## config.mk

```make
export PLATFORM = sky130hd
export DESIGN_NAME = ctrl_slave_arbiter
export DESIGN_NICKNAME = d
export VERILOG_FILES = /design/src/rtl/ctrl_slave_arbiter.sv
export SDC_FILE = /design/constraint.sdc
export NUM_CORES = 1
export LEC_CHECK = 0
export ABC_AREA = 1
export BUFFER_PORTS_ARGS = -buffer_cell sky130_fd_sc_hd__buf_4
export CAP_MARGIN = 10
export CORE_AREA = 4 4 342 344
export CTS_BUF_LIST = sky130_fd_sc_hd__clkbuf_8 sky130_fd_sc_hd__clkbuf_16
export CTS_CLUSTER_DIAMETER = 150
export DETAILED_ROUTE_END_ITERATION = 16
export DIE_AREA = 0 0 346 348
export PLACE_DENSITY_LB_ADDON = 0.15
export SYNTH_ARGS = -nofsm -noshare
export SYNTH_HDL_FRONTEND = slang
export SYNTH_SLANG_ARGS = --single-unit
```

## constraint.sdc

```tcl
create_clock -name router_clk1 -period 3.25 [get_ports router_clk1]
set_input_delay 0.65 -clock router_clk1 [delete_from_list [all_inputs] [get_ports router_clk1]]
set_output_delay 0.65 -clock router_clk1 [all_outputs]
set_load 0.03 [all_outputs]
```

## src/rtl/ctrl_slave_arbiter.sv

```systemverilog
`default_nettype none
// ============================================================================
// Module      : ctrl_slave_arbiter
// Description : Round-robin arbiter sharing the controller slave register port
//               between two requesters, with a watchdog on controller acks.
// Revision    : 1.0 - initial release
// ============================================================================
module ctrl_slave_arbiter #(
    parameter int ADDR_WIDTH     = 36,
    parameter int DATA_WIDTH     = 128,
    parameter int TIMEOUT_CYCLES = 1024,
    parameter int TIMEOUT_WIDTH  = 11
) (
    input  logic                  router_clk1,
    input  logic                  router_rst,
    input  logic [ADDR_WIDTH-1:0] req0_address,
    input  logic                  req0_wrreq,
    input  logic                  req0_rdreq,
    input  logic [DATA_WIDTH-1:0] req0_datain,
    output logic                  req0_wrack,
    output logic                  req0_rdack,
    output logic [DATA_WIDTH-1:0] req0_dataout,
    output logic                  req0_error,
    input  logic [ADDR_WIDTH-1:0] req1_address,
    input  logic                  req1_wrreq,
    input  logic                  req1_rdreq,
    input  logic [DATA_WIDTH-1:0] req1_datain,
    output logic                  req1_wrack,
    output logic                  req1_rdack,
    output logic [DATA_WIDTH-1:0] req1_dataout,
    output logic                  req1_error,
    output logic [ADDR_WIDTH-1:0] controller_slave_address,
    output logic                  controller_slave_wrreq,
    input  logic                  controller_slave_wrack,
    output logic [DATA_WIDTH-1:0] controller_slave_datain,
    output logic                  controller_slave_rdreq,
    input  logic                  controller_slave_rdack,
    input  logic [DATA_WIDTH-1:0] controller_slave_dataout
);

    typedef enum logic [1:0] {
        IDLE    = 2'd0,
        ACCESS  = 2'd1,
        RESPOND = 2'd2,
        RELEASE = 2'd3
    } state_t;

    localparam logic [TIMEOUT_WIDTH-1:0] c_to_last = TIMEOUT_WIDTH'(TIMEOUT_CYCLES - 1);
    localparam logic [TIMEOUT_WIDTH-1:0] c_one     = TIMEOUT_WIDTH'(1);

    state_t                  state_q, state_d;
    logic                    ptr_q, ptr_d;
    logic                    grant_q, grant_d;
    logic                    rnw_q, rnw_d;
    logic                    err_q, err_d;
    logic                    wr_q, wr_d;
    logic                    rd_q, rd_d;
    logic [TIMEOUT_WIDTH-1:0] cnt_q, cnt_d;
    logic [ADDR_WIDTH-1:0]   addr_q, addr_d;
    logic [DATA_WIDTH-1:0]   wdata_q, wdata_d;
    logic [DATA_WIDTH-1:0]   dout0_q, dout0_d;
    logic [DATA_WIDTH-1:0]   dout1_q, dout1_d;

    logic                    w_pend0, w_pend1, w_sel, w_sel_wr, w_hit, w_respond;
    logic [DATA_WIDTH-1:0]   w_rdata;

    assign w_pend0   = req0_wrreq | req0_rdreq;
    assign w_pend1   = req1_wrreq | req1_rdreq;
    // Pointer only matters when both are pending; otherwise the lone requester wins.
    assign w_sel     = (w_pend0 & w_pend1) ? ptr_q : w_pend1;
    assign w_sel_wr  = w_sel ? req1_wrreq : req0_wrreq;
    assign w_hit     = rnw_q ? controller_slave_rdack : controller_slave_wrack;
    assign w_rdata   = w_hit ? controller_slave_dataout : '0;
    assign w_respond = (state_q == RESPOND);

    always_comb begin
        state_d = state_q;
        ptr_d   = ptr_q;
        grant_d = grant_q;
        rnw_d   = rnw_q;
        err_d   = err_q;
        wr_d    = wr_q;
        rd_d    = rd_q;
        cnt_d   = cnt_q;
        addr_d  = addr_q;
        wdata_d = wdata_q;
        dout0_d = dout0_q;
        dout1_d = dout1_q;
        case (state_q)
            IDLE: begin
                if (w_pend0 || w_pend1) begin
                    grant_d = w_sel;
                    rnw_d   = !w_sel_wr;
                    wr_d    = w_sel_wr;
                    rd_d    = !w_sel_wr;
                    addr_d  = w_sel ? req1_address : req0_address;
                    wdata_d = w_sel ? req1_datain : req0_datain;
                    cnt_d   = '0;
                    err_d   = 1'b0;
                    state_d = ACCESS;
                end
            end
            ACCESS: begin
                // A matching ack on the last allowed cycle still counts as a real ack.
                if (w_hit || (cnt_q == c_to_last)) begin
                    wr_d  = 1'b0;
                    rd_d  = 1'b0;
                    err_d = !w_hit;
                    if (rnw_q) begin
                        if (grant_q) begin
                            dout1_d = w_rdata;
                        end else begin
                            dout0_d = w_rdata;
                        end
                    end
                    state_d = RESPOND;
                end else begin
                    cnt_d = cnt_q + c_one;
                end
            end
            RESPOND: begin
                ptr_d   = ~grant_q;
                state_d = RELEASE;
            end
            RELEASE: begin
                state_d = IDLE;
            end
            default: begin
                state_d = IDLE;
            end
        endcase
    end

    always_ff @(posedge router_clk1) begin
        if (!router_rst) begin
            state_q <= IDLE;
            ptr_q   <= 1'b0;
            grant_q <= 1'b0;
            rnw_q   <= 1'b0;
            err_q   <= 1'b0;
            wr_q    <= 1'b0;
            rd_q    <= 1'b0;
            cnt_q   <= '0;
            addr_q  <= '0;
            wdata_q <= '0;
            dout0_q <= '0;
            dout1_q <= '0;
        end else begin
            state_q <= state_d;
            ptr_q   <= ptr_d;
            grant_q <= grant_d;
            rnw_q   <= rnw_d;
            err_q   <= err_d;
            wr_q    <= wr_d;
            rd_q    <= rd_d;
            cnt_q   <= cnt_d;
            addr_q  <= addr_d;
            wdata_q <= wdata_d;
            dout0_q <= dout0_d;
            dout1_q <= dout1_d;
        end
    end

    assign controller_slave_address = addr_q;
    assign controller_slave_datain  = wdata_q;
    assign controller_slave_wrreq   = wr_q;
    assign controller_slave_rdreq   = rd_q;

    assign req0_wrack   = w_respond & !grant_q & !rnw_q;
    assign req0_rdack   = w_respond & !grant_q & rnw_q;
    assign req0_error   = w_respond & !grant_q & err_q;
    assign req0_dataout = dout0_q;
    assign req1_wrack   = w_respond & grant_q & !rnw_q;
    assign req1_rdack   = w_respond & grant_q & rnw_q;
    assign req1_error   = w_respond & grant_q & err_q;
    assign req1_dataout = dout1_q;

endmodule
`default_nettype wire

```

======== Yosys cells after proc, flatten, opt, wreduce, memory -nomap -nowiden ========
Index checks and enable logic that the tools add are counted.
cells by class
  add/sub/neg operators ................... 1
  equal/unequal tests ..................... 7
  multiplexer cells ....................... 20
  bitwise logic cells ..................... 12
  reductions and logical operators ........ 14
operator list
  operator                                                                  number
  128-bit two-way mux                                                       2
  36-bit two-way mux                                                        1
  11-bit two-way mux                                                        2
  11-bit one-hot mux with 2 select lines                                    1
  11-bit by 1-bit adder with 11-bit output (second input constant)          1
  11-bit by 10-bit equality test with 1-bit output (second input constant)  1
  1-bit AND                                                                 9
  1-bit two-way mux                                                         8
  2-bit one-hot mux with 4 select lines                                     1
  4-bit AND reduction                                                       2
  2-bit != test (second input constant)                                     3
  1-bit one-hot mux with 2 select lines                                     3
  3-bit AND reduction                                                       2
  2-bit equality test (second input constant)                               2
  1-bit logical NOT                                                         4
  2-bit two-way mux                                                         2
  2-bit AND reduction                                                       2
  2-bit by 1-bit equality test with 1-bit output (second input constant)    1
  2-bit logical NOT                                                         1
  1-bit logical OR                                                          2
  1-bit bitwise OR                                                          2
  2-bit nonzero test                                                        1
  1-bit NOT                                                                 1
storage, ports and cells
  bits in registers ....................... 439
  input bits .............................. 464
  output and inout port bits .............. 428
  logic and storage cells ................. 66

======== Depth between registers and ports, before layout ========
Gate-level depths: netlist of run 1.
  depth in word-level cells ............... 7
  mapped depth ............................ 11

======== Least setup slack after synthesis of run 1 ========
OpenSTA, ideal clock, no wires.
  path type ............................... reg-to-output
  start point ............................. register state_q[0]
  end point ............................... output port req0_error
  data arrival time ....................... 1320 ps
  required time ........................... 2600 ps
  setup slack ............................. 1280 ps
  cell stages (with the launch flop) ...... 6
  path buffers ............................ 0
  path through ............................ dfxtp_1 > inv_1 > ha_1 > inv_1 > or2_2 > nor2_1
on the way
  cells in the longest elaborated chain, start to end .. 3
ends and longest elaborated chain
  item                     line  RTL
  start, declared          51    state_t state_q, state_d;
  start signal, assigned   149   state_q <= state_d;
  2-bit equality test      74    assign w_respond = (state_q == RESPOND);
  1-bit AND (2 in series)  171   assign req0_error = w_respond & !grant_q & err_q;
  end, declared            23    output logic req0_error,
Every way passes these cells.

======== Worst setup path after layout of run 1 ========
  start point ............................. register state_q[0]
  end point ............................... output port req0_wrack
on the way
  cells in the longest elaborated chain, start to end .. 3
ends and longest elaborated chain
  item                     line  RTL
  2-bit equality test      74
  1-bit AND (2 in series)  169   assign req0_wrack = w_respond & !grant_q & !rnw_q;
  end, declared            20    output logic req0_wrack,
Every way passes these cells.

==> flow_results.org, run 1 <==
** Place
- At the end of routability-driven placement, the weighted congestion stood at 0.803.
- After detailed placement, the design holds a cell count of 5169.
- Final HPWL DP :: 74600 um
- Post-placement worst setup slack :: 0.367 ns
- The count of buffers added on input and output ports is 891.

** Global routing
- Entering global routing, the biggest net connects 135 pins.
- Global-route wire length before repair :: 146000 um
- The initial antenna violation count came to 26.
- In the global route stage, met3 resource usage came out at 0.0624.
- Global routing finished with a remaining overflow of 0.
- For met1 alone, demand over resource in global routing was 0.192.
- In the global route stage, met2 resource usage came out at 0.264.
- The via count of the first global-routing pass came to 21024.
- Total global-route track usage :: 0.161
- Global route hottest layer :: met2

** Clocking
- Max clock buf depth :: 3
- Cts bufs inserted :: 59
- CTS Root Buffer Type :: clkbuf_16
- For this design, the CTS-stage hold fixing added 0 buffers.
- Num Clock Sinks :: 439
- TritonCTS clock tree :: built
- After clock tree synthesis, the setup repair step added 0 buffers.
- The later pin in the worst-skew pair is clocked with a latency of 0.65 ns.
- The H-tree was split into 2 levels.
- Clock-pin slew was measured on the worst setup and hold paths at 0.06 ns.
- Post-CTS repair changed the size of 0 cells.

** Drt
- Final routed wirelength across all metal layers :: 102000 um
- After the first detailed-routing iteration, the DRC count stood at 1173.
- The first TritonRoute pass finished after 5 iterations.
- In this run the remaining antenna-violating nets after routing total 0.
- After detailed routing, the average wire length per cell comes to 19.3 um.
- Via count :: 21245
- After detailed routing, the number of remaining DRC violations is 0.
- Via/cell ratio :: 4.01

** Pwr
- Overall power consumption after layout is estimated at 23000 uW.
- Leakage dissipation :: 0.0139 uW
- Switching part of the total :: 0.426
- Of the total power, registers draw 0.301.
- Part of the total power dissipated in the clock network :: 0.289
- Internal power comes to 13200 uW.
- Highest ir drop seen on vdd :: 650 uV
- Of the total power, combinational logic draws 0.411.
- In this run the power spent charging and discharging nets is 9780 uW.
- For this design the ratio of total power to cell area is 770 mW/mm^2.

** STA
- Setup slack closes at 0.540 ns.
- Slew Limit Fails :: 0
- Clock tree skew after final layout :: 0.0162 ns
- Fin Setup TNS :: 0 ns
- Count of final hold-check violations :: 0
- Unrepaired setup endpoints after global routing :: false
- For the pin with the worst max-slew slack, the measured transition is 0.906 ns.
- In this run the tightest slew margin relative to its limit is 0.396.
- Number of setup violations in the final report :: 0
- Final critical-path required period :: 2.71 ns
- Of the available clock period, the critical path in the final layout requires 0.834.
- Max Fclk :: 369 MHz

** Critical path
- The worst setup path is captured at a primary output.
- Crit start category :: register
- In this design, the critical path's most frequently occurring cell is inv_1.
- The critical path is of the register to primary output type.
- Data on the critical path is required at its endpoint by 2.60 ns.
- Critical path data arrival time :: 2.06 ns
- In this run the worst path has a maximum fanout of 4.
- Traced cell by cell, the critical path runs through inv_1, ha_1, inv_1, or2_2, nor2_1, buf_4.
- In this design, the stage delay of the slowest critical-path cell is 0.36 ns.
- Beginning of the critical path :: state_q[0]
- Start of the worst register-to-register path :: cnt_q[0]
- Register-to-Register Setup Slack :: 0.82 ns
- Counting cells, the worst reg-to-reg path comes to 10.
- Among all stages on the critical path, the largest delay is contributed by or2_2.

** Yosys
- For this run, the register share of the synthesized area comes to 0.452.
- Warning count from the yosys run :: 0
- Each instance of the synthesized netlist takes up on average 6.64 um^2.
- The number of nets handed over by synthesis was 3399.
- Post-synthesis register bit count :: 439
- The netlist uses 26 different library cells.
- The cell area that synthesis handed to floorplanning was 0.0195 mm^2.
- Gate Count Post-Synth :: 2931

** Worst hold path
- Class of the worst hold path :: primary input to register
- The worst hold path was traced through 3 stages.
- In this run the most critical hold path is launched from req1_datain[108].

** Run
- Maximum Capacitance Violations :: 0

** Floorplanning
- From bottom edge to top edge, the die measures 348 um.
- Top Ports :: 892
- The die covers 0.120 mm^2.
- In this run the horizontal extent of the chip is 346 um.
- Initial cell density of the core :: 0.171
- Placeable core region :: 0.114 mm^2
- In this run the core area contains 124 standard-cell rows.

** Final layout
- Footprint of the multi-input gates :: 0.00845 mm^2
- The finished layout holds 5295 standard cells, fillers aside.
- Share of post-route cells with drive strength above 1 :: 0.281
- The filler cells instantiated in the layout total 12896.
- Final-stage net count :: 4186
- Compared with the post-synthesis result, the final layout area differs by 53.3%.
- Leaving out fill and tap cells, the most frequent cell in the layout is buf_4.
- Highest-count cells in the layout ignoring fill and taps :: buf_4 (921), nor2_1 (680), nand2_1 (545)
- Area occupied by registers :: 0.00879 mm^2

** Outcome
- Status :: complete, no violations
## power groups by stage
stage | combinational, uW | clock (uW) | sequential [uW]
CTS | 9600 | 6950 | 6910
global placement | 9630 | 0 | 6990
finish | 9430 | 6630 | 6910
global route | 10300 | 7140 | 7030
floorplan | 3810 | 0 | 8710
detailed placement | 9580 | 0 | 7000
## registers in the layout, summed over array words and instances (netlist names)
name                      cells
rnw_q                         1
grant_q                       1
controller_slave_datain     128
controller_slave_rdreq        1
ptr_q                         1
cnt_q                        11
state_q                       2
controller_slave_wrreq        1
controller_slave_address     36
req0_dataout                128
err_q                         1
req1_dataout                128
## worst max-delay path, delay by kind of cell (launching register included)
kind,cells,cell delay (ns)
adder cells (fa/ha/maj),1,0.20
flip-flops,1,0.33
buffers and inverters,3,0.39
AND/OR/NAND/NOR,2,0.50
## final timing paths
| kind | to |
|---|---|
| min | controller_slave_datain[108] |
| max | req0_wrack |
| max reg2reg | cnt_q[5] |
| min reg2reg | controller_slave_address[9] |
## synthesized netlist by cell type
library cell  instances  share of area
nand2_2               1        0.00032
nand4_1             129          0.041
nor3_1                2        0.00051
nor2_1              682           0.13
or2_1                 1        0.00032
dfxtp_1             439           0.45
buf_6                 4         0.0023
buf_1                 2        0.00039
o21bai_1              1        0.00039
o21ai_2               1        0.00045
ha_1                  4         0.0026
nand3_2               2         0.0010
nor2_2                2        0.00064
clkbuf_1            109          0.021
inv_2                 2        0.00039
nand3b_4              1         0.0010
nand3_1              18         0.0046
inv_1               335          0.065
nand2_1             546           0.11
o21ai_1              45          0.012
buf_4                17         0.0066
or2_2                 1        0.00032
buf_2                88          0.023
a21oi_1             312          0.080
o21ai_0             186          0.048
clkinv_1              1        0.00019
## routing by layer
| metal | part of all wire | up-vias |
|---|---|---|
| li1 | - | 10794 |
| met1 | 0.41 | 9621 |
| met2 | 0.47 | 694 |
| met3 | 0.090 | 130 |
| met4 | 0.029 | 6 |
| met5 | 0.00040 | - |
## logic make-up after synthesis
group	count (synthesis)	synth area share
compound gates	545	0.140
flops	439	0.452
fa+ha+maj	4	0.00257
buf+inv	558	0.118
simple gates	1385	0.287
## layout make-up
type,instances,area share
clock inverter,32,0.00793
antenna,17,0.00143
sequential,439,0.295
inverter,338,0.0428
timing repair buffer,946,0.249
clock buffer,77,0.0578
multi-input combinational,1934,0.283
tap,1512,0.0634
## stage by stage
stage          utilization  hold slack (ns)  instance area [um^2]
2_1_floorplan            -            0.456                 19500
3_3_place_gp         0.244            0.451                 27800
3_5_place_dp         0.244            0.454                 27800
4_1_cts              0.262            0.216                 29800
5_1_grt              0.262            0.256                 29800
6_report             0.262            0.290                 29800
No activity file was read; power rests on OpenSTA's default activity.
==> run 2, diff against run 1 <==
Settings changed: CORE_AREA 4 4 342 344 to 4 4 347 349, DIE_AREA 0 0 346 348 to 0 0 351 353.
Clock period 3.25 ns to 2.2 ns, I/O delays scaled along.
==> flow_results.org, run 2 (synthesis gave the netlist of run 1 again) <==
** STA
- The number of max-slew violations in the final report is 0.
- At the pin with the least slew margin, the transition time is 0.498 ns.
- Fin Setup TNS :: 0 ns
- Across all hold checks on the routed design, the worst slack comes to 0.0772 ns.
- The final hold violation count is 0.
- Number of setup violations in the final report :: 0
- Worst slew slack as a fraction of its limit :: 0.668
- Final critical-path required period :: 2.19 ns
- Dividing the final minimum period by the clock period gives 0.994.
- Unrepaired setup endpoints after global routing :: true
- For this run, the top clock speed supported by timing is 457 MHz.
- Between clock sinks in the finished design, the worst skew comes to 0.0254 ns.

** Place
- Routability congestion estimate from global placement :: 0.827
- The HPWL after detailed placement is 78000 um.
- Area post-placement :: 0.0285 mm^2
- Count of input and output buffers :: 891

** Final layout
- In the layout the commonest cells are buf_4 (960), nor2_1 (676), nand2_1 (544).
- Final-stage net count :: 4250
- With fillers left out, the area of the finished cells amounts to 0.0307 mm^2.
- Most common cell after layout, fill and taps aside :: buf_4
- Share of post-route cells with drive strength above 1 :: 0.295
- Compared with the post-synthesis result, the final layout area differs by 57.7%.
- The layout has 13311 filler cells.

** Critical path
- Data on the critical path arrives at its endpoint at 1.75 ns.
- STA classifies the critical path endpoint as a primary output.
- Start-to-end type of the worst setup path :: register to primary output
- For flop-to-flop paths, the worst setup slack is 0.22 ns.
- For the worst setup path, the data required time is 1.76 ns.
- Largest fanout on the critical path :: 4
- The worst setup path is launched from a register.

** Clocking
- Clock tree synthesis inserted a total of 59 buffers.
- H-tree depth :: 2
- TritonCTS built the clock tree.
- Max clock buf depth :: 3
- The later pin in the worst-skew pair is clocked with a latency of 0.65 ns.
- After clock tree synthesis, the clock-pin slew on the worst setup and hold paths is 0.06 ns.
- For this design, the sink count on the clock tree is 439.
- The root buffer cell chosen for the clock tree is clkbuf_16.

** Drt
- After detailed routing, the number of remaining DRC violations is 0.
- Residual antenna-violating net count after detailed routing :: 0
- Drt wl/cell :: 19.3 um
- Dividing the detail-routed via count by the number of cells gives 4.00.
- Drt initial violations :: 1058
- Final routed wirelength across all metal layers :: 103000 um
- Via count :: 21514
- The first detailed-routing pass ran for 5 iterations.

** Pwr
- Total power after layout :: 35300 uW
- Highest ir drop seen on vdd :: 626 uV
- Leakage dissipation :: 0.0143 uW
- Power density over the cells :: 1150 mW/mm^2

** Global routing
- Number of global-route vias before repair :: 21323
- Largest net degree at the start of global routing :: 74
- In the global route stage, met2 resource usage came out at 0.266.
- Grt total ovfl :: 0
- Global route hottest layer :: met2
- Initial antenna violation count :: 17
- Global-route wire length before repair :: 147000 um
- Met3 Usage GRT :: 0.0640
- For this run, global-route usage on met1 was measured as 0.183.
- In the global route stage, overall resource usage came out at 0.158.

** Floorplanning
- Pin placement for this block handled 892 I/O pins.
- Placeable core region :: 0.117 mm^2
- Die width :: 351 um
- The die covers 0.124 mm^2.
- Initial cell density of the core :: 0.166
- The floorplan step set the die height to 353 um.
- Std cell rows :: 126

** Outcome
- The run finished with clean final reports.

** Run
- The tool flagged a number of max-cap violations equal to 0.

** Worst hold path
- Class of the worst hold path :: primary input to register
[run 2: power by group]
group | total, uW | internal [uW] | switching [uW]
clock | 10100 | 6040 | 4080
combinational | 15000 | 5150 | 9840
sequential | 10200 | 9360 | 835
total | 35300 | 20600 | 14800
[run 2: worst max-delay path, cell delays in order (launching register included)]
cell and delay, ns:
dfxtp_2 0.32, inv_2 0.06, ha_4 0.15, inv_4 0.04, or2_4 0.27, nor2_4 0.12, buf_6 0.15
[run 2: final timing paths]
check                                       to  cells after the start        startpoint
setup / recovery                    req0_wrack                      6        state_q[0]
hold / removal    controller_slave_datain[107]                      3  req1_datain[107]
setup reg to reg              req1_dataout[77]                     10          cnt_q[0]
hold reg to reg               req0_dataout[26]                      2  req0_dataout[26]
[run 2: final cells by class]
cell class | instances | area [um^2] | area share
Clock inverter | 32 | 324 | 0.0106
Inverter | 338 | 1280 | 0.0417
Antenna cell | 9 | 22.5 | 0.000734
Clock buffer | 75 | 1710 | 0.0557
Timing Repair Buffer | 1010 | 8150 | 0.266
Tap cell | 1536 | 1920 | 0.0626
Multi-Input combinational cell | 1934 | 8490 | 0.277
Sequential cell | 439 | 8790 | 0.286
[run 2: per-layer routing]
layer | vias to the layer above | wire length [um]
li1 | 10921 | -
met1 | 9737 | 41800
met2 | 730 | 48800
met3 | 120 | 10300
met4 | 6 | 2570
met5 | - | 53
[run 2: timing repair]
item	CTS	global route
gates resized for setup	19	7
setup endpoints to repair	6	7
endpoints found under the hold margin	2	0
buffers inserted	4	2
pin swaps	3	3
gates cloned	0	1
hold buffers	2	0
[run 2: through the flow]
stage	utilization	std cells	setup WS, ns
2_1_floorplan	-	2931	0.440
3_3_place_gp	0.242	5248	0.191
3_5_place_dp	0.242	5248	0.189
4_1_cts	0.260	5361	-0.104
5_1_grt	0.261	5369	-0.0994
6_report	0.261	5373	0.0130
==> run 3, diff against run 2 <==
Settings changed: CELL_PAD_IN_SITES_DETAIL_PLACEMENT set to 0, CELL_PAD_IN_SITES_GLOBAL_PLACEMENT set to 1, CORE_AREA 4 4 347 349 to 4 4 343 345, DIE_AREA 0 0 351 353 to 0 0 347 349.
==> flow_results.org, run 3 (synthesis gave the netlist of run 1 again) <==
** Outcome
- The flow ran to the end, and the final reports show no timing, DRC or antenna violations.

** Worst hold path
- The worst hold path belongs to the class primary input to register.
- Critical hold path startpoint :: req1_datain[114]
- Hold-critical path endpoint :: controller_slave_datain[114]
- The worst hold path was traced through 3 stages.

** Clocking
- TritonCTS clock tree :: built
- Clock transition time at the flip-flop clock pins of the worst setup and hold paths :: 0.06 ns
- Later-pin clock latency in the skew report :: 0.65 ns
- The H-tree was split into 2 levels.
- For this design, the sink count on the clock tree is 439.
- Cts bufs inserted :: 59
- Max clock buf depth :: 3
- Clock tree synthesis selected as its root buffer the cell clkbuf_16.

** Global routing
- Number of global-route vias before repair :: 21274
- For this run, the total global-route usage over all layers was measured as 0.160.
- The first global-routing pass estimated 147000 um of wire.
- Entering global routing, the biggest net connects 86 pins.
- Grt total ovfl :: 0
- The initial antenna violation count was 7.

** Final layout
- Most common cell after layout, fill and taps aside :: buf_4
- Finished Cell Area :: 0.0303 mm^2
- The library cells used most frequently in the layout, excluding fill and tap cells, are buf_4 (935), nor2_1 (676), nand2_1 (545).
- In the final design database the tool counted 4223 nets.
- Share of post-route cells with drive strength above 1 :: 0.287
- Number of cells in the finished layout apart from fillers :: 5312
- Area growth from synthesis to layout :: 55.8%

** Critical path
- Largest fanout on the critical path :: 4
- The setup path with the least slack is of type register to primary output.
- Cell chain of the critical path :: inv_2, ha_4, inv_2, or2_4, nor2_4, buf_8
- The endpoint identified for the worst register-to-register timing path is req1_dataout[10].
- Critical path's most frequent cell :: inv_2
- The worst register-to-register path has a depth of 10.
- Critical path data arrival time :: 1.74 ns
- The worst setup path is launched from a register.
- Beginning of the critical path :: state_q[0]
- Top cell family by delay on the critical path :: simple AND/OR/NAND/NOR gates
- Worst setup EP type :: primary output
- Register-to-Register Setup Slack :: 0.22 ns
- CP Data Required Time :: 1.76 ns
- The critical path contains buffers and inverters numbering 3 combined.
- For this design, the slowest cell found on the critical path is dfxtp_2.
- Start of the worst register-to-register path :: cnt_q[0]
- In this design, the stage delay of the slowest critical-path cell is 0.32 ns.

** Floorplanning
- DIE AREA :: 0.121 mm^2
- In this run the core area contains 124 standard-cell rows.
- Die Ht :: 349 um
- Measured along the x axis, the die boundary spans 347 um.
- Placeable core region :: 0.114 mm^2
- For this configuration, the core starts out at a cell density of 0.170.
- Top Ports :: 892

** STA
- Between clock sinks in the finished design, the worst skew comes to 0.0237 ns.
- Measured against its own limit, the worst slew margin works out to 0.414.
- At the pin with the least slew margin, the transition time is 0.879 ns.
- Unrepaired setup endpoints after global routing :: true
- Number of setup violations in the final report :: 0
- The worst path in the final design needs a cycle of 2.18 ns, including I/O delays and setup.
- The final hold violation count came to 0.
- Final critical-path share of the clock period :: 0.990
- The number of max-slew violations in the final report was 0.
- Timing would allow up to 459 MHz.

** Drt
- The routed design uses 50200 um of met2 wire.
- Final routed wirelength across all metal layers :: 102000 um
- In the routed design, unresolved DRC markers number 0.
- Via/cell ratio :: 3.98
- Met1 wire length :: 40800 um
- Summing over every cut layer, the via total after detailed routing is 21133.
- Residual antenna-violating net count after detailed routing :: 0
- Drt initial violations :: 979
- The first TritonRoute pass finished after 5 iterations.
- Drt wl/cell :: 19.3 um
- The highest metal layer carrying signal wires in the routed design is met5.
- DR WL met3 :: 8750 um

** Place
- Once placement finished, the instance area stood at 0.0282 mm^2.
- Once detailed placement completed, the half-perimeter wirelength came to 75900 um.
- Count of input and output buffers :: 891
- Routability congestion estimate from global placement :: 0.771
- In this run, placement finished with an instance count of 5197.

** Pwr
- Leakage dissipation :: 0.0141 uW
- Dividing total power by cell area gives a power density of 1140 mW/mm^2.
- Total power after layout :: 34700 uW
- Across the VDD grid, the largest voltage drop is 690 uV.

** Run
- Maximum Capacitance Violations :: 0
[run 3: cell count changes in the layout (fill, tap and decap cells not counted), moves of 2 or more]
cell,before,now
clkinv_2,9,4
clkinv_4,0,2
clkbuf_8,15,13
dlygate4sd3_1,2,4
diode_2,9,3
buf_4,960,935
inv_6,3,1
inv_1,345,350
buf_6,6,3
[run 3: tightest hold or removal path: stages]
cell	delay [ns]
buf_4	0.07
o21ai_0	0.07
a21oi_1	0.11
[run 3: worst max-delay path by stage]
stage | end | cells past startpoint | slack (ns)
finish | req0_error | 6 | 0.02
detailed placement | req1_dataout[10] | 10 | 0.20
global placement | controller_slave_address[22] | 10 | 0.17
global route | req0_error | 6 | -0.08
CTS | req0_error | 6 | -0.10
floorplan | req0_error | 5 | 0.44
[run 3: final cells by class]
class / instances / area (um^2)
fill: 12946 / 83900
sequential: 439 / 8790
multi-input combinational: 1934 / 8490
timing repair buffer: 983 / 7910
tap: 1512 / 1890
clock buffer: 74 / 1710
inverter: 338 / 1280
clock inverter: 29 / 250
antenna: 3 / 7.51
[run 3: metal layers]
layer,track usage,vias to the layer above
li1,-,10843
met1,0.182,9519
met2,0.281,639
met3,0.0612,124
met4,0.0422,8
met5,0,-
[run 3: power breakdown]
| group | internal, uW | switching [uW] | total (uW) |
|---|---|---|---|
| clock network | 5870 | 3980 | 9850 |
| logic | 4930 | 9680 | 14600 |
| registers | 9360 | 831 | 10200 |
| total | 20200 | 14500 | 34700 |
[run 3: what timing repair did]
action,in CTS,in global routing
hold buffers,4,0
endpoints found under the hold margin,4,0
buffers inserted,4,1
pin swaps,3,3
resized for setup,16,2
setup endpoints to repair,4,4
[run 3: stage by stage]
| step | util | setup TNS (ns) | worst slack (ns) | hold slack, ns |
|---|---|---|---|---|
| finish | 0.266 | 0 | 0.0210 | 0.0790 |
| global route | 0.265 | -0.216 | -0.0756 | 0.0416 |
| CTS | 0.265 | -0.204 | -0.100 | 0.00236 |
| floorplan | - | 0 | 0.440 | 0.456 |
| detailed placement | 0.247 | 0 | 0.198 | 0.454 |
| global placement | 0.247 | 0 | 0.167 | 0.452 |
